<file path="src/rtl/dbg_log_pkg.sv">
// rtl/dbg_log_pkg.sv - shared channel ids, beat record and round-robin pick for the debug log merger
package dbg_log_pkg;

    localparam int NUM_LOG_CH = 5;
    localparam int LOG_CH_W   = 3;
    localparam int LOG_CNT_W  = LOG_CH_W + 1;
    localparam int LOG_DATA_W = 64;
    localparam int LOG_DEST_W = 16;
    localparam int LOG_TS_W   = 32;

    typedef enum logic [LOG_CH_W-1:0] {
        LOG_RDATA  = 3'd0,
        LOG_WDATA  = 3'd1,
        LOG_RADDR  = 3'd2,
        LOG_AWADDR = 3'd3,
        LOG_RESP   = 3'd4
    } log_ch_e;

    typedef struct packed {
        logic [LOG_DATA_W-1:0] data;
        logic [LOG_DEST_W-1:0] dest;
        logic [LOG_TS_W-1:0]   ts;
    } log_beat_t;

    // Searches from last+1 upward; iterating from the far end lets the nearest requester overwrite.
    function automatic logic [LOG_CH_W-1:0] rr_pick(input logic [NUM_LOG_CH-1:0] req,
                                                    input logic [LOG_CH_W-1:0]   last);
        logic [LOG_CNT_W-1:0] cand;
        logic [LOG_CH_W-1:0]  sel;
        sel = last;
        for (int i = NUM_LOG_CH; i >= 1; i--) begin
            cand = {1'b0, last} + LOG_CNT_W'(i);
            if (cand >= LOG_CNT_W'(NUM_LOG_CH)) begin
                cand = cand - LOG_CNT_W'(NUM_LOG_CH);
            end
            if (req[cand[LOG_CH_W-1:0]]) begin
                sel = cand[LOG_CH_W-1:0];
            end
        end
        return sel;
    endfunction

endpackage

</file>
<file path="src/rtl/log_hold_reg.sv">
// rtl/log_hold_reg.sv - one-entry per-channel beat buffer with acceptance timestamp
module log_hold_reg #(
    parameter int DATA_WIDTH = 64,
    parameter int DEST_WIDTH = 16,
    parameter int TS_WIDTH   = 32
) (
    input  logic                  clk_i,
    input  logic                  rst_i,
    input  logic                  in_valid_i,
    output logic                  in_ready_o,
    input  logic [DATA_WIDTH-1:0] in_data_i,
    input  logic [DEST_WIDTH-1:0] in_dest_i,
    input  logic [TS_WIDTH-1:0]   ts_i,
    input  logic                  release_i,
    output logic                  hv_o,
    output logic [DATA_WIDTH-1:0] data_o,
    output logic [DEST_WIDTH-1:0] dest_o,
    output logic [TS_WIDTH-1:0]   ts_o
);

    logic                  hv_q;
    logic [DATA_WIDTH-1:0] data_q;
    logic [DEST_WIDTH-1:0] dest_q;
    logic [TS_WIDTH-1:0]   ts_q;

    // Releasing this cycle frees the slot, so a reload can land on the same edge.
    assign in_ready_o = ~rst_i & (~hv_q | release_i);

    always_ff @(posedge clk_i) begin
        if (rst_i) begin
            hv_q   <= 1'b0;
            data_q <= '0;
            dest_q <= '0;
            ts_q   <= '0;
        end else if (in_valid_i && in_ready_o) begin
            hv_q   <= 1'b1;
            data_q <= in_data_i;
            dest_q <= in_dest_i;
            ts_q   <= ts_i;
        end else if (release_i) begin
            hv_q   <= 1'b0;
        end
    end

    assign hv_o   = hv_q;
    assign data_o = data_q;
    assign dest_o = dest_q;
    assign ts_o   = ts_q;

endmodule

</file>
<file path="src/rtl/dbg_log_arb.sv">
// rtl/dbg_log_arb.sv - timestamps five debug log streams and merges them round-robin into one tagged stream
module dbg_log_arb
    import dbg_log_pkg::*;
#(
    parameter int DATA_WIDTH = LOG_DATA_W,
    parameter int DEST_WIDTH = LOG_DEST_W,
    parameter int TS_WIDTH   = LOG_TS_W
) (
    input  logic                  clk,
    input  logic                  rst,
    input  logic [DATA_WIDTH-1:0] log_TDATA_rdata,
    input  logic [DEST_WIDTH-1:0] log_TDEST_rdata,
    input  logic                  log_TVALID_rdata,
    output logic                  log_TREADY_rdata,
    input  logic [DATA_WIDTH-1:0] log_TDATA_wdata,
    input  logic                  log_TVALID_wdata,
    output logic                  log_TREADY_wdata,
    input  logic [DATA_WIDTH-1:0] log_TDATA_raddr,
    input  logic                  log_TVALID_raddr,
    output logic                  log_TREADY_raddr,
    input  logic [DATA_WIDTH-1:0] log_TDATA_awaddr,
    input  logic                  log_TVALID_awaddr,
    output logic                  log_TREADY_awaddr,
    input  logic [DATA_WIDTH-1:0] log_TDATA_resp,
    input  logic                  log_TVALID_resp,
    output logic                  log_TREADY_resp,
    output logic [DATA_WIDTH-1:0] out_TDATA,
    output logic [DEST_WIDTH-1:0] out_TDEST,
    output logic [LOG_CH_W-1:0]   out_TUSER,
    output logic [TS_WIDTH-1:0]   out_TSTAMP,
    output logic                  out_TVALID,
    input  logic                  out_TREADY
);

    logic [TS_WIDTH-1:0]   ts_q;
    logic [LOG_CH_W-1:0]   ptr_q;
    logic                  ov_q;
    logic [DATA_WIDTH-1:0] odata_q;
    logic [DEST_WIDTH-1:0] odest_q;
    logic [LOG_CH_W-1:0]   ouser_q;
    logic [TS_WIDTH-1:0]   ots_q;

    logic [DATA_WIDTH-1:0] in_data [NUM_LOG_CH];
    logic [DEST_WIDTH-1:0] in_dest [NUM_LOG_CH];
    logic [NUM_LOG_CH-1:0] in_valid;
    logic [NUM_LOG_CH-1:0] in_ready;

    logic [DATA_WIDTH-1:0] hd_data [NUM_LOG_CH];
    logic [DEST_WIDTH-1:0] hd_dest [NUM_LOG_CH];
    logic [TS_WIDTH-1:0]   hd_ts   [NUM_LOG_CH];
    logic [NUM_LOG_CH-1:0] hv;

    logic                  out_load;
    logic [LOG_CH_W-1:0]   sel_ch;
    logic [NUM_LOG_CH-1:0] grant;

    assign in_data[0] = log_TDATA_rdata;
    assign in_data[1] = log_TDATA_wdata;
    assign in_data[2] = log_TDATA_raddr;
    assign in_data[3] = log_TDATA_awaddr;
    assign in_data[4] = log_TDATA_resp;
    assign in_valid   = {log_TVALID_resp, log_TVALID_awaddr, log_TVALID_raddr,
                         log_TVALID_wdata, log_TVALID_rdata};
    assign {log_TREADY_resp, log_TREADY_awaddr, log_TREADY_raddr,
            log_TREADY_wdata, log_TREADY_rdata} = in_ready;

    always_comb begin
        sel_ch   = rr_pick(hv, ptr_q);
        out_load = (|hv) & (~ov_q | out_TREADY);
        grant    = out_load ? (NUM_LOG_CH'(1) << sel_ch) : '0;
    end

    for (genvar c = 0; c < NUM_LOG_CH; c++) begin : g_ch
        // Only the rdata stream carries a destination.
        assign in_dest[c] = (c == 0) ? log_TDEST_rdata : '0;

        log_hold_reg #(
            .DATA_WIDTH (DATA_WIDTH),
            .DEST_WIDTH (DEST_WIDTH),
            .TS_WIDTH   (TS_WIDTH)
        ) u_hold (
            .clk_i      (clk),
            .rst_i      (rst),
            .in_valid_i (in_valid[c]),
            .in_ready_o (in_ready[c]),
            .in_data_i  (in_data[c]),
            .in_dest_i  (in_dest[c]),
            .ts_i       (ts_q),
            .release_i  (grant[c]),
            .hv_o       (hv[c]),
            .data_o     (hd_data[c]),
            .dest_o     (hd_dest[c]),
            .ts_o       (hd_ts[c])
        );
    end

    always_ff @(posedge clk) begin
        if (rst) begin
            ts_q    <= '0;
            ptr_q   <= LOG_RESP;
            ov_q    <= 1'b0;
            odata_q <= '0;
            odest_q <= '0;
            ouser_q <= '0;
            ots_q   <= '0;
        end else begin
            ts_q <= ts_q + TS_WIDTH'(1);
            if (out_load) begin
                ov_q    <= 1'b1;
                odata_q <= hd_data[sel_ch];
                odest_q <= hd_dest[sel_ch];
                ouser_q <= sel_ch;
                ots_q   <= hd_ts[sel_ch];
                ptr_q   <= sel_ch;
            end else if (out_TREADY) begin
                ov_q    <= 1'b0;
            end
        end
    end

    assign out_TVALID = ov_q;
    assign out_TDATA  = odata_q;
    assign out_TDEST  = odest_q;
    assign out_TUSER  = ouser_q;
    assign out_TSTAMP = ots_q;

endmodule
</file>
<file path="config.mk">
export PLATFORM = sky130hd
export DESIGN_NAME = dbg_log_arb
export DESIGN_NICKNAME = d
export VERILOG_FILES = /design/src/rtl/dbg_log_pkg.sv /design/src/rtl/log_hold_reg.sv /design/src/rtl/dbg_log_arb.sv
export SDC_FILE = /design/constraint.sdc
export NUM_CORES = 2
export LEC_CHECK = 0
export CORE_MARGIN = 4
export CORE_UTILIZATION = 40
export CTS_CLUSTER_SIZE = 25
export DETAILED_ROUTE_END_ITERATION = 8
export HOLD_SLACK_MARGIN = 0.12
export PLACE_DENSITY = 0.71
export SYNTH_ARGS = -nofsm -noshare
export SYNTH_HDL_FRONTEND = slang
export SYNTH_SLANG_ARGS = --single-unit
</file>
<file path="constraint.sdc">
create_clock -name clk -period 4.2 [get_ports clk]
set_input_delay 0.42 -clock clk [delete_from_list [all_inputs] [get_ports clk]]
set_output_delay 0.42 -clock clk [all_outputs]
set_load 0.005 [all_outputs]
</file>
==> implementation parameters <==
Parameter                              Value

Clock network
  Maximum number of buffers from clock root to sink    3
  CTS tree    done
  Number of levels in the clock H-tree    3
  Clock root buffer    sky130_fd_sc_hd__clkbuf_16
  Clock-pin slew on the worst setup and hold paths    60 ps
  TritonCTS Buffers    72
  # clock sinks    650
  Clock network latency to the later pin of the worst-skew pair    630 ps

Power
  Max rail drop VDD    1100 µV
  Switching power share of the total    0.441
  Static leakage    0.0153 µW
  Int Pwr    20900 µW
  Comb power frac    0.597
  Power density over the cells    975 nW/µm²
  Sw Pwr    16500 µW
  Sequential cell fraction of total power    0.220
  Part of the total power dissipated in the clock network    0.183

Global routing
  Maximum number of pins on one net before global-route repair    219
  Number of antenna violations at the first check in global routing    24
  All-Layer GR Usage    0.254
  First-pass GRT wire length    148 mm
  Total congestion overflow    0
  Vias in the first global route    24700

Detailed routing
  Highest routing layer actually used    met5
  Wire length per cell    21.6 µm
  Routed via count divided by cell count    5.51
  Remaining design rule violation count    0
  Detailed-routed wire length on met2    48.2 mm
  ANT nets after route    0
  Number of DRC markers in iteration 0    2346
  Met3 wire len    7.49 mm
  Total number of vias    26100
  Number of iterations in the first detailed-routing pass    6
  Met1 Routed Length    42.7 mm
  Final wirelength    102 mm

Run status
  Result of the run    finished, final reports clean

STA
  Worst Setup Slack, final    27.2 ps
  Max-slew headroom at the worst pin    0.259
  Post-route clock skew    36.8 ps
  Final Hold Fails    0
  Unrepaired setup endpoints after global routing    yes
  Count of final setup violators    0
  Transition time at the pin with the least slew margin    1110 ps
  Hold slack final    280 ps
  Max-slew violation count    0
  Achievable Freq    240 MHz
  Fin crit period    4170 ps
  Post-route clock period utilization    0.994

Synth
  Portion of the post-synthesis area used by sequential elements    0.468
  Post-synth EDFFs    0
  Register bit count reported by yosys    650
  Most numerous cell types in the synthesized netlist    sky130_fd_sc_hd__nand2_1, sky130_fd_sc_hd__dfxtp_1, sky130_fd_sc_hd__mux2i_1, sky130_fd_sc_hd__nor2_1, sky130_fd_sc_hd__a21oi_1
  Gate count after technology mapping    3279
  Total nets after synthesis    3636
  Async S/R FF share, synth    0
  Summed instance area of the synthesized netlist    27800 µm²
  Yosys top cell by area    sky130_fd_sc_hd__dfxtp_1
  Synthesized area per cell    8.48 µm²
  Area share of the largest cell type after synthesis    0.468
  Warnings from Yosys    0
  Top post-synthesis cells by area    sky130_fd_sc_hd__dfxtp_1, sky130_fd_sc_hd__mux2i_1, sky130_fd_sc_hd__nand2_1, sky130_fd_sc_hd__a21oi_1, sky130_fd_sc_hd__nor2_1
  Ys flop type    sky130_fd_sc_hd__dfxtp_1
  Most frequent cell after synthesis    sky130_fd_sc_hd__nand2_1
  Unique masters post-synth    73

Die
  Top Ports    465
  Horizontal die dimension    272 µm
  Site row count    96
  Core ar.    68700 µm²
  Die Area    73800 µm²
  Initial cell density of the core    0.405
  Die H    272 µm

Worst setup path
  Crit path required time    3780 ps
  Critical path startpoint category    flip-flop
  Kind of critical path    reg -> out
  Critical-path maximum fanout    8
  CP Capture Type    output port
  Flop-to-flop setup slack    60 ps
  CP Data Arrival Time    3750 ps

Final layout
  Nets    4096
  Number of fill cells    6092
  Layout cell share with drive strength beyond 1    0.114
  Area occupied by multi-input gates    14000 µm²
  Growth of design area from synthesis to finish    37.7%
  Area taken by flip-flops and latches    13000 µm²

Place
  HPWL after DPL    65.0 mm
  Final weighted congestion in routability-driven placement    0.904
  Worst slack, placed    -76.3 ps
  Count of buffers from port buffering    464

Flow run
  Max capacitance violation total    0

Worst hold path
  Worst hold path class    in -> reg
==> path summary, 6_finish.rpt <==
path                                   from                   endpoint  cells past startpoint
setup / recovery                   ptr_q[1]            log_TREADY_resp                     14
hold / removal                          rst   g_ch[3].u_hold.data_o[2]                      2
setup reg to reg                   ptr_q[1]               out_TDATA[1]                     14
hold reg to reg   g_ch[1].u_hold.data_o[58]  g_ch[1].u_hold.data_o[58]                      2
==> layer usage <==
layer | vias up | track usage
li1 | 12200 | -
met4 | 8 | 0.106
met3 | 236 | 0.0462
met2 | 1127 | 0.413
met5 | - | 0
met1 | 12600 | 0.333
==> worst max-delay path: stages (launching register included) <==
cell and delay (ps):
sky130_fd_sc_hd__dfxtp_4 350, sky130_fd_sc_hd__buf_8 130, sky130_fd_sc_hd__ha_4 190, sky130_fd_sc_hd__a21o_1 180
sky130_fd_sc_hd__mux4_2 550, sky130_fd_sc_hd__buf_6 160, sky130_fd_sc_hd__mux2i_4 180, sky130_fd_sc_hd__o22ai_2 120
sky130_fd_sc_hd__a221o_1 420, sky130_fd_sc_hd__o22ai_4 210, sky130_fd_sc_hd__nand2_4 90, sky130_fd_sc_hd__o31ai_4 190
sky130_fd_sc_hd__buf_4 150, sky130_fd_sc_hd__nor2b_4 110, sky130_fd_sc_hd__buf_2 110
==> metrics by stage <==
step | utilization | cells | cell area [µm²] | total power, µW | TNS, ps
2_1_floorplan | - | 3279 | 27800 | 19000 | 0
3_3_place_gp | 0.503 | 4543 | 34500 | 27400 | -58.6
3_5_place_dp | 0.503 | 4543 | 34500 | 27500 | -76.3
4_1_cts | 0.545 | 4690 | 37500 | 35000 | -30.3
5_1_grt | 0.557 | 4742 | 38300 | 38700 | -4750
6_report | 0.557 | 4745 | 38300 | 37300 | 0
==> registers in the layout, summed over array words and instances, names as in the netlist, 5 cells and up <==
register and count:
g_ch.u_hold.data_o 320, g_ch.u_hold.ts_o 160, out_TDATA 64, out_TSTAMP 32, ts_q 32, g_ch.u_hold.dest_o 16, out_TDEST 16, g_ch.u_hold.hv_o 5
==> cells in the final DEF (no fill, tap or decap), drive strengths merged, types with 21 or more instances in the layout <==
cell / instances
buf: 207
a21oi: 330
nor2: 364
inv: 21
clkbuf: 104
nand2: 732
dfxtp: 650
clkdlybuf4s50: 458
nor4: 95
o22ai: 100
mux2i: 390
a211o: 97
==> power by group through the flow <==
stage               clock network, µW  logic (µW)  registers, µW
floorplan                           0       10900           8070
global placement                    0       19100           8260
detailed placement                  0       19200           8280
CTS                              6920       19900           8170
global route                     7180       23200           8340
finish                           6840       22300           8200
==> area by class of cell <==
cell class                 instances  area share
timing repair buffer             676       0.193
multi-input combinational       2321       0.366
inverter                          18     0.00190
antenna                           20     0.00131
clock buffer                      93      0.0547
sequential                       650       0.340
tap                              931      0.0304
clock inverter                    36      0.0128
==> cells by family (layout without fill, tap and decap cells) <==
kind of cell,count (synthesis),after routing,synth area share
adders and majority gates,13,13,0.00612
other,0,20,0
DFF,650,650,0.468
xor gates and xnor gates,27,27,0.00850
muxes,394,394,0.143
buffers and inverters,308,823,0.0487
AOI/OAI and AO/OA,612,612,0.137
and+or+nand+nor,1275,1275,0.188
==> repair_timing <==
item                       in CTS  in global routing
setup endpoints to repair       5                338
pin swaps                      17                 28
gates cloned                    0                 11
resized for setup              66                 71
hold buffers                    0                  0
buffers inserted               18                 25
(Power assumes the default switching activity.)
